`src/rtl/serial_subtractor.sv`:
```
// rtl/serial_subtractor.sv - bit-serial unsigned subtractor, LSB first, one full-subtractor cell
module serial_subtractor #(
    parameter int WIDTH = 3
) (
    input  logic             clk,
    input  logic             rst,
    input  logic             start,
    input  logic [WIDTH-1:0] sayi1,
    input  logic [WIDTH-1:0] sayi2,
    output logic             busy,
    output logic             done,
    output logic [WIDTH:0]   fark
);
    localparam int CW = (WIDTH > 1) ? $clog2(WIDTH) : 1;

    typedef enum logic {IDLE, CALC} state_t;

    state_t           state;
    logic [WIDTH-1:0] a_sr;
    logic [WIDTH-1:0] b_sr;
    logic [WIDTH-1:0] r_sr;
    logic             borrow;
    logic [CW-1:0]    cnt;

    logic             d;
    logic             bout;
    logic [WIDTH:0]   r_ext;

    // Full-subtractor cell on the current LSBs; r_ext[WIDTH:1] is the result shifted right with d in at the top
    always_comb begin
        d     = a_sr[0] ^ b_sr[0] ^ borrow;
        bout  = (~a_sr[0] & b_sr[0]) | (~(a_sr[0] ^ b_sr[0]) & borrow);
        r_ext = {d, r_sr};
    end

    always_ff @(posedge clk) begin
        if (rst) begin
            state  <= IDLE;
            a_sr   <= '0;
            b_sr   <= '0;
            r_sr   <= '0;
            borrow <= 1'b0;
            cnt    <= '0;
            busy   <= 1'b0;
            done   <= 1'b0;
            fark   <= '0;
        end else begin
            done <= 1'b0;
            case (state)
                IDLE: begin
                    if (start) begin
                        a_sr   <= sayi1;
                        b_sr   <= sayi2;
                        borrow <= 1'b0;
                        cnt    <= '0;
                        busy   <= 1'b1;
                        state  <= CALC;
                    end
                end
                CALC: begin
                    a_sr   <= a_sr >> 1;
                    b_sr   <= b_sr >> 1;
                    r_sr   <= r_ext[WIDTH:1];
                    borrow <= bout;
                    cnt    <= cnt + CW'(1);
                    if (cnt == CW'(WIDTH - 1)) begin
                        fark  <= {bout, r_ext[WIDTH:1]};
                        done  <= 1'b1;
                        busy  <= 1'b0;
                        state <= IDLE;
                    end
                end
                default: state <= IDLE;
            endcase
        end
    end
endmodule

```
`config.mk`:
```
export PLATFORM = sky130hd
export DESIGN_NAME = serial_subtractor
export DESIGN_NICKNAME = d
export VERILOG_FILES = /design/src/rtl/serial_subtractor.sv
export SDC_FILE = /design/constraint.sdc
export NUM_CORES = 1
export LEC_CHECK = 0
export ABC_AREA = 1
export BUFFER_PORTS_ARGS = -buffer_cell sky130_fd_sc_hd__buf_2
export CAP_MARGIN = 20
export CORE_MARGIN = 4
export CORE_UTILIZATION = 45
export CTS_CLUSTER_SIZE = 14
export DETAILED_ROUTE_END_ITERATION = 8
export PLACE_DENSITY = 0.77
export SLEW_MARGIN = 25
export SYNTH_ARGS = -nofsm -noshare
export SYNTH_HDL_FRONTEND = slang
export SYNTH_SLANG_ARGS = --single-unit
```
`constraint.sdc`:
```
create_clock -name clk -period 1.1 [get_ports clk]
set_input_delay 0.22 -clock clk [delete_from_list [all_inputs] [get_ports clk]]
set_output_delay 0.22 -clock clk [all_outputs]
set_load 0.005 [all_outputs]
```
# Yosys cells after proc, flatten, opt, wreduce, memory -nomap -nowiden
# Index checks and enable logic that the tools add are counted.
[totals] register_bits=19 latch_bits=0 ramBits=0 romBits=0 out_inout_bits=6 word_cells=39 mem_count=0
[op_classes] add_sub_neg=1 n_mul=0 div=0 n_lt_le_gt_ge=0 n_eq_ne=3 n_shift=0 n_mux=15 bitwise=8 n_reduce_logical=3
[ops] operator="3-bit one-hot mux with 2 select lines" n=2
[ops] operator="1-bit 2-to-1 mux" n=6
[ops] operator="3-bit 2-to-1 mux" n=2
[ops] operator="1-bit one-hot mux with 2 select lines" n=3
[ops] operator="2-bit one-hot mux with 2 select lines" n=1
[ops] operator="2-bit AND reduction" n=2
[ops] operator="1-bit inverter" n=3
[ops] operator="2-bit by 1-bit adder with 2-bit output, second input constant" n=1
[ops] operator="1-bit AND" n=2
[ops] operator="2-bit equality test, second input constant" n=1
[ops] operator="2-bit 2-to-1 mux" n=1
[ops] operator="2-bit by 1-bit inequality test with 1-bit output, second input constant" n=1
[ops] operator="2-bit inequality test, second input constant" n=1
[ops] operator="2-bit OR reduction" n=1
[ops] operator="1-bit bitwise XOR" n=2
[ops] operator="1-bit OR" n=1

# Logic depth before layout (Yosys ltp)
[logic_depth] ltp_word=5 mapped_depth=6 depth_no_buf=6

# Worst setup path before layout
# Ideal clock, no wire load.
[synth_path] path_type="reg2reg" startpoint="register b_sr[0]" endpoint="register borrow" setup_time_ps=70 t_arrival_ps=1049 t_required_ps=1030 setup_slack_ps=-18 stages_incl_launch_ff=5 period_less_slack_ps=1118 path_cell_list="dfxtp_1 inv_1 fa_1 or2_0 a21oi_1"
[synth_via] elab_chain_cells=5
[synth_rtl] element="start, declared" line_no="20" text="logic [WIDTH-1:0] b_sr;"
[synth_rtl] element="start signal, assigned" line_no="53" text="b_sr <= sayi2;"
[synth_rtl] element="start signal, assigned" line_no="62" text="b_sr <= b_sr >> 1;"
[synth_rtl] element="1-bit bitwise XOR" line_no="32" text="bout = (~a_sr[0] & b_sr[0]) | (~(a_sr[0] ^ b_sr[0]) & borrow);"
[synth_rtl] element="1-bit inverter" line_no="32"
[synth_rtl] element="1-bit AND" line_no="32"
[synth_rtl] element="1-bit OR (*)" line_no="32"
[synth_rtl] element="1-bit one-hot mux with 2 select lines (*)" line_no="49" text="case (state)"
[synth_rtl] element="end signal, assigned" line_no="64" text="borrow <= bout;"
[synth_rtl] element="end, declared" line_no="22" text="logic borrow;"
# Every way passes the cells marked *; elsewhere a longest branch is shown, timed or not.
# A chain may end at the register's enable or synchronous reset.

# Worst setup path after layout
[layout_path] startpoint="register borrow" endpoint="register r_sr[2]"
[layout_via] elab_chain_cells=1
[layout_rtl] element="1-bit bitwise XOR" line_no="31" text="d = a_sr[0] ^ b_sr[0] ^ borrow;"
[layout_rtl] element="named net d" line_no="25" text="logic d;"
[layout_rtl] element="end signal, assigned" line_no="63" text="r_sr <= r_ext[WIDTH:1];"
[layout_rtl] element="end, declared" line_no="21" text="logic [WIDTH-1:0] r_sr;"
# The timed path passes the listed nets, and every way through them passes these cells.

==> flow_summary.ini <==
[route]
wire_per_inst_um = 10.6
first_iter_violations = 9
first_pass_iters = 2
drc = 0
wirelength_mm = 1.36
via_count = 630
ant_nets = 0
viasPerCell = 4.88

[synthesis]
synth_seq_cells = 18
yosysTopAreaCell = dfxtp_1
yosysUniqueCellTypes = 12
async_reset_ff_share_pct = 0
synth_top_area_share_pct = 51.0
synthCells = 92
yosys.cell_count.top_type = nand2_1
syn_nets = 103
postSynthAreaPerCell_um2 = 7.68
synthTopCellsByCount = nand2_1, dfxtp_1, nand3_1
yosys_warnings = 0
synth_ff_type = dfxtp_1
ys_seq_area_share_pct = 51.0
syn-cell-area_um2 = 707
synth_edf_count = 0
ys_top_cells_by_area = dfxtp_1, nand2_1, nand3_1

[global_routing]
first_global_vias = 570
grt_use_total_pct = 13.8
antenna_found_initial = 0
grt_max_degree = 10
gr-total-overflow = 0
grt_pass1_wl_mm = 2.17

[hold_path]
worstHoldStart = rst
hp-class = primary input to flop
hold_depth = 2
hold_end = borrow

[pwr]
p_sw_share_pct = 23.8
powerDensity_nw_per_um2 = 1320
power.internal_mw = 0.876
share_seq_of_total_power_pct = 61.2
cellLeakagePower_nw = 0.436
comb_power_share_pct = 12.5
vdd_drop_max_mv = 0.688
p_switching_mw = 0.274
p_clk_share_pct = 26.2

[status]
status = complete, but fails checks
violations = setup timing

[sta]
min_period_ps = 1120
maxSlewViolCount = 0
rsz0062_at_grt = yes
relSlewSlack_pct = 80.6
worst_pin_slew_ps = 287
clock_skew_ps = 0.577
setup_ws_ps = -24.1
hold_viol_final = 0
max_freq_mhz = 890
setup_viol = 3
hold_ws_ps = 163
period_share_pct = 102

[cts]
insertion_delay_ps = 280
cts_tree = built
cts_buffers = 3
cts-root-buf = clkbuf_4
clock_path_buffers = 2
clk_pin_slew_ps = 90
postCtsSetupBuffers = 0
clock-sinks = 18
h-tree-depth = 1

[run]
maxCapViolCount = 0

[floorplanning]
io_pins = 15
die_area_um2 = 2270
placementRows = 14
die_x_um = 47.6
dieHeight_um = 47.6
start_util_pct = 47.5
core_area_um2 = 1490

[cells_and_area]
num-nets-final = 126
final_cell_count_no_fill = 129
areaGrowthSynthToFinish_pct = 23.2
drive_above_1_share_pct = 31.9
antenna_cells = 0

[placement]
portBuffers = 14
hpwl_mm = 1.03
routabilityCongestion = 0.792
dp_cells = 126

[setup_path]
cp.required_ps = 1320
rr_worst_depth = 4
worstSetupPathType = flop to flop
worstPathArrival_ps = 1340
worst_setup_path_end_kind = flop
r2r_end = r_sr[2]
r2r_slack_ps = -20
r2r_start = borrow
cp_max_fo = 2
start_kind = flop
## layout by cell type (no fill, tap or decap)
master,instances
dfxtp_1,13
a21oi_2,1
or2_0,2
nor2_2,1
nand3_2,1
ha_1,1
buf_4,6
fa_2,1
inv_2,3
dfxtp_2,5
a21oi_1,4
nand2_1,24
o21ai_0,4
nor2_1,8
inv_1,9
clkbuf_4,3
nand3_1,12
o21ai_2,1
buf_2,14
## area by class of cell
cell class                 count  area, µm²
clock buffer                   3       22.5
inverter                      12       45.0
timing repair buffer          20        115
sequential                    18        367
tap                           16       20.0
fill                         164        618
multi-input combinational     60        302
## flip-flops by register name, indices dropped and copies added (netlist names)
register	count
r_sr	2
done	1
b_sr	3
cnt	2
busy	1
borrow	1
a_sr	3
state	1
fark	4
## worst max-delay path, cell delays in order (launching register included)
cell and delay [ps]:
dfxtp_2 340, inv_2 40, fa_2 530, inv_2 50, a21oi_2 110
## per-layer routing
layer	wire [µm]	track usage [%]	vias up
met4	23	8.06	0
li1	-	-	332
met3	82	3.38	4
met5	0	0	-
met1	568	15.4	278
met2	689	23.5	16
## cell families (layout without fill, tap and decap cells)
| group | Yosys count | in the layout | share of synthesized area [%] |
|---|---|---|---|
| AO/OA/AOI/OAI | 10 | 10 | 7.08 |
| adder cells (fa/ha/maj) | 2 | 2 | 4.60 |
| AND/OR/NAND/NOR | 48 | 48 | 28.9 |
| flip-flops | 18 | 18 | 51.0 |
| buffers and inverters | 14 | 35 | 8.49 |
## power by group through the flow
| stage | Sequential (mW) | Combinational [mW] | Clock [mW] |
|---|---|---|---|
| after global placement | 0.716 | 0.129 | 0 |
| after floorplan | 0.712 | 0.0813 | 0 |
| after CTS | 0.704 | 0.137 | 0.319 |
| after detailed placement | 0.717 | 0.133 | 0 |
| final | 0.704 | 0.144 | 0.302 |
| after global routing | 0.710 | 0.164 | 0.352 |
## repair_timing
item / 4_1_cts / 5_1_grt
endpoints found under the setup margin: 3 / 7
pin swaps: 2 / 3
hold buffers: 0 / 0
gates resized for setup: 8 / 5
## how the worst max path moves through the flow
stage / startpoint / end / slack, ps
floorplan: b_sr[0] / borrow / 2
global placement: b_sr[0] / borrow / -10
detailed placement: b_sr[0] / borrow / -70
CTS: borrow / fark[2] / -20
global route: borrow / r_sr[2] / -80
finish: borrow / r_sr[2] / -20
## metrics by stage
step | setup TNS [ps] | cell area [µm²] | worst slack (ps) | util (%) | power [mW]
floorplan | 0 | 707 | 2.42 | - | 0.793
global placement | -11.8 | 827 | -11.8 | 55.5 | 0.845
detailed placement | -123 | 827 | -67.5 | 55.5 | 0.850
CTS | -48.2 | 856 | -21.7 | 57.5 | 1.16
global route | -178 | 871 | -77.8 | 58.5 | 1.23
finish | -50.1 | 871 | -24.1 | 58.5 | 1.15
Note: power is estimated with default switching activity, not from simulation.
